`config.mk`:
```
export PLATFORM = sky130hd
export DESIGN_NAME = sram_port_arbiter
export DESIGN_NICKNAME = d
export VERILOG_FILES = /design/src/rtl/sram_arb_pkg.sv /design/src/rtl/sram_port_arbiter_tag_pipe.sv /design/src/rtl/sram_port_arbiter.sv
export SDC_FILE = /design/constraint.sdc
export NUM_CORES = 1
export LEC_CHECK = 0
export ABC_AREA = 1
export BUFFER_PORTS_ARGS = -buffer_cell sky130_fd_sc_hd__clkbuf_2
export CAP_MARGIN = 20
export CORE_AREA = 4 4 103 105
export CTS_BUF_LIST = sky130_fd_sc_hd__clkbuf_4 sky130_fd_sc_hd__clkbuf_8 sky130_fd_sc_hd__clkbuf_16
export DETAILED_ROUTE_END_ITERATION = 8
export DIE_AREA = 0 0 107 109
export PLACE_DENSITY = 0.55
export SLEW_MARGIN = 20
export SYNTH_ARGS = -nofsm -noshare
export SYNTH_HDL_FRONTEND = slang
export SYNTH_SLANG_ARGS = --single-unit
```
`constraint.sdc`:
```
create_clock -name clk -period 0.8 [get_ports clk]
set_clock_uncertainty 0.05 [all_clocks]
set_input_delay 0.04 -clock clk [delete_from_list [all_inputs] [get_ports clk]]
set_output_delay 0.04 -clock clk [all_outputs]
set_load 0.01 [all_outputs]
```
`src/rtl/sram_arb_pkg.sv`:
```
// Shared types and constants for the unified SRAM port arbiter.
// Port indices, in-flight tag layout and legal read-latency range.
package sram_arb_pkg;

   localparam logic PORT_I = 1'b0;
   localparam logic PORT_D = 1'b1;

   localparam int MEM_RD_LAT_MIN = 1;
   localparam int MEM_RD_LAT_MAX = 2;

   typedef struct packed {
      logic valid;
      logic port;
   } arb_tag_t;

   localparam arb_tag_t TAG_NONE = '{valid: 1'b0, port: PORT_I};

   function automatic int clamp_lat(input int lat);
      if (lat < MEM_RD_LAT_MIN) return MEM_RD_LAT_MIN;
      if (lat > MEM_RD_LAT_MAX) return MEM_RD_LAT_MAX;
      return lat;
   endfunction

endpackage

```
`src/rtl/sram_port_arbiter_tag_pipe.sv`:
```
// arb_tag_pipe: shift register of {valid, port} tags, one per grant.
// The oldest tag is exposed; a synchronous clear drops everything.
module arb_tag_pipe
   import sram_arb_pkg::*;
#(
   parameter int DEPTH = 1
)
(
   input  logic     clk,
   input  logic     i_clr,
   input  arb_tag_t i_tag,
   output arb_tag_t o_tag
);

   arb_tag_t r_tags [DEPTH];

   always_ff @(posedge clk) begin
      if (i_clr) begin
         for (int i = 0; i < DEPTH; i++) begin
            r_tags[i] <= TAG_NONE;
         end
      end else begin
         r_tags[0] <= i_tag;
         for (int i = 1; i < DEPTH; i++) begin
            r_tags[i] <= r_tags[i-1];
         end
      end
   end

   assign o_tag = r_tags[DEPTH-1];

endmodule

```
`src/rtl/sram_port_arbiter.sv`:
```
// Shares one synchronous SRAM between instruction fetch and load/store.
// Define SRAM_ARB_RR_EN for round-robin; default is data-over-instruction.
module sram_port_arbiter
   import sram_arb_pkg::*;
#(
   parameter int MEM_RD_LAT = 1
)
(
   input  logic        clk,
   input  logic        reset,
   input  logic        i_req,
   input  logic [31:0] i_addr,
   output logic        i_addr_ok,
   output logic        i_data_ok,
   output logic [31:0] i_rdata,
   input  logic        d_req,
   input  logic        d_wr,
   input  logic [3:0]  d_wstrb,
   input  logic [31:0] d_addr,
   input  logic [31:0] d_wdata,
   output logic        d_addr_ok,
   output logic        d_data_ok,
   output logic [31:0] d_rdata,
   output logic        mem_en,
   output logic [3:0]  mem_we,
   output logic [31:0] mem_addr,
   output logic [31:0] mem_wdata,
   input  logic [31:0] mem_rdata
);

   localparam int LAT = clamp_lat(MEM_RD_LAT);

   logic     w_i_win;
   logic     w_d_win;
   logic     w_grant;
   logic     w_rsp_ok;
   arb_tag_t w_tag_in;
   arb_tag_t w_tag_out;

`ifdef SRAM_ARB_RR_EN
   logic r_last;

   // Pointer follows every grant so an idle port wins the next conflict
   always_ff @(posedge clk) begin
      if (reset) begin
         r_last <= PORT_I;
      end else if (w_grant) begin
         r_last <= w_d_win ? PORT_D : PORT_I;
      end
   end

   always_comb begin
      w_d_win = 1'b0;
      if (!reset) begin
         if (i_req && d_req) begin
            w_d_win = (r_last == PORT_I);
         end else begin
            w_d_win = d_req;
         end
      end
   end
`else
   always_comb begin
      w_d_win = !reset && d_req;
   end
`endif

   assign w_i_win = !reset && i_req && !w_d_win;
   assign w_grant = w_i_win || w_d_win;

   assign i_addr_ok = w_i_win;
   assign d_addr_ok = w_d_win;

   assign mem_en    = w_grant;
   assign mem_we    = (w_d_win && d_wr) ? d_wstrb : 4'b0000;
   assign mem_addr  = w_d_win ? d_addr :
                      (w_i_win ? i_addr : 32'h0);
   assign mem_wdata = w_d_win ? d_wdata : 32'h0;

   assign w_tag_in = '{
      valid: w_grant,
      port:  (w_d_win ? PORT_D : PORT_I)
   };

   arb_tag_pipe #(
      .DEPTH (LAT)
   ) u_tag_pipe (
      .clk   (clk),
      .i_clr (reset),
      .i_tag (w_tag_in),
      .o_tag (w_tag_out)
   );

   // Tags exiting while reset is high belong to discarded grants
   assign w_rsp_ok  = w_tag_out.valid && !reset;
   assign i_data_ok = w_rsp_ok && (w_tag_out.port == PORT_I);
   assign d_data_ok = w_rsp_ok && (w_tag_out.port == PORT_D);

   assign i_rdata = mem_rdata;
   assign d_rdata = mem_rdata;

endmodule

```
==> flow_summary.toml <==
[placement]
post-place-ws_ns = -0.210
numPortBuffers = 177
dpl_cell_area_um2 = 2000
gp_congestion = 0.714
hpwlAfterDp_mm = 5.08

[critical_path]
crit_arrival_ns = 0.85
cp-start-kind = "input port"
cp_num_buf_inv = 6
path_max_fanout = 32
cp.required_ns = 0.71
crit_chain = "buf_8 > inv_4 > nor2_4 > buf_12 > buf_12 > inv_16 > nor2_1 > buf_2"
critical-path-top-delay-family = "buffers and inverters"
worstSetupEndpointType = "output pin"
cpMostUsedCell = "buf_12"
cpMaxStageDelayCell = "buf_12"
critPathKind = "in -> out"
critical_path.max_stage_delay_ns = 0.14

[finish]
num-fill-cells = 1104
antenna_cells = 0
design_area_um2 = 2510
top_register = "u_tag_pipe.r_tags"
area_growth_pct = 75.5
top_regs = "u_tag_pipe.r_tags: 2 flops"
num-nets-final = 517
largest_reg_flops = 2
drive_above_1_share_pct = 68.0

[sta]
maxSlewViolCount = 0
slew_headroom_pct = 85.6
setup_ws_ns = -0.140
fin_setup_tns_ns = -7.05
fmax_ghz = 1.06
rsz0062_at_grt = "true"
worstMarginPinSlew_ns = 0.216
fin_crit_ns = 0.940
setup_viol = 70
finalHoldViolCount = 0
finalCritPeriodShare_pct = 117

[cts]
ctsLongestPathBuffers = 2
htree_levels = 1
cts_tree = "yes"
root_buffer = "clkbuf_8"
numCtsBuffers = 3
clock-sinks = 2

[outcome]
run_status = "finished, violations left"
violations = "setup timing"

[synth]
synth_cell_types = 12
seq_area_frac_synth_pct = 2.80
yosys_register_bits = 2
synth_area_um2 = 1430
synth.area.top_cells = "buf_4 36%, nand2_1 17%, nand4_1 14%"
synth.net_count = 401
synth_top_area_cell = "buf_4"
synth_top_area_share_pct = 35.7
avgSynthCellArea_um2 = 5.41
ys_warn_count = 0
synth_cells = 264

[route]
antenna_left = 0
first_pass_iters = 4
drtIter0Drc = 56
vias_per_cell = 3.88
via_count = 1983
wire_per_inst_um = 12.7
drc = 0
wl_mm = 6.48

[global_route]
grt_use_met1_pct = 9.39
antenna_found_initial = 0
grt_pass1_wl_mm = 8.71
grt_pass1_vias = 1834
busiest_layer = "met2"
grt_use_met3_pct = 2.78
grt_overflow = 0
grt_use_total_pct = 9.21
grt_max_degree = 33
grtUsageMet2_pct = 17.6

[die]
start_util_pct = 14.8
core-area_um2 = 9640
die_h_um = 109
num_io_pins = 274
dieWidth_um = 107
die_area_um2 = 11700
rows = 36

[run]
drv_cap = 0

[power_and_ir_drop]
vdd_drop_max_mv = 0.296
p_total_mw = 1.66
powerDensity_nw_per_um2 = 663
leakage_nw = 1.61

[min_path]
hold_path.class = "in -> out"
[cells in the final DEF (no fill, tap or decap), types with 2 or more instances in the layout]
| master | n |
|---|---|
| inv_2 | 2 |
| buf_2 | 55 |
| clkbuf_8 | 4 |
| clkbuf_16 | 3 |
| nand4_1 | 32 |
| buf_8 | 3 |
| nand2_1 | 39 |
| buf_6 | 11 |
| nand2_2 | 18 |
| nor2_4 | 7 |
| inv_1 | 37 |
| nor2_2 | 24 |
| buf_12 | 7 |
| a21oi_1 | 2 |
| buf_4 | 3 |
| nor2_1 | 9 |
| clkbuf_2 | 107 |
| nand2_4 | 8 |
[worst paths after layout]
| check | cells after the start | to | slack (ns) | start |
|---|---|---|---|---|
| worst max-delay path | 8 | mem_wdata[12] | -0.14 | d_req |
| worst min-delay path | 0 | d_rdata[13] | 0.03 | mem_rdata[13] |
[stage by stage]
stage | util [%] | std cells | hold WS [ns]
after floorplan | - | 264 | 0.0591
after global placement | 20.7 | 503 | 0.0301
after global routing | 26.0 | 511 | 0.0300
final | 26.0 | 511 | 0.0300
after CTS | 22.9 | 507 | 0.0301
after detailed placement | 20.7 | 503 | 0.0301
[cell usage after synthesis]
cell and count:
dfxtp_1 2, buf_6 7, buf_2 5, inv_2 3, inv_1 38, a21oi_1 2
nand2_1 66, nand4_1 32, buf_4 68, nor3_1 1, nor2_1 39, nor2_4 1
[report_power, final]
part	total [mW]	switching, mW	leakage [nW]	internal [mW]
sequential	0.110	0.00229	0.0170	0.107
combinational	1.17	0.593	1.57	0.574
clock	0.387	0.0693	0.0216	0.317
total	1.66	0.665	1.61	0.998
[logic make-up after synthesis]
group | Yosys count | synth area share [%]
simple gates | 139 | 42.7
buf+inv | 121 | 53.8
flops | 2 | 2.80
compound gates | 2 | 0.701
[per-layer routing]
layer | up-vias | part of all wire [%]
met5 | - | 0
met4 | 0 | 2.3
met3 | 26 | 11
met2 | 131 | 54
met1 | 851 | 34
li1 | 975 | -
[repair_timing]
item,CTS,global route
buffers inserted,1,1
endpoints found under the setup margin,71,73
pin swaps,1,13
cloned,0,3
hold buffers,0,0
resized for setup,44,123
[area by class of cell]
type                       instances  area (µm²)  share of cell area (%)
clock buffer                       3        41.3                    1.65
inverter                          41         173                    6.89
multi-input combinational        141         847                    33.8
sequential                         2        41.3                    1.65
tap                              133         166                    6.64
timing repair buffer             191        1240                    49.4
Note: power is estimated with default switching activity, not from simulation.
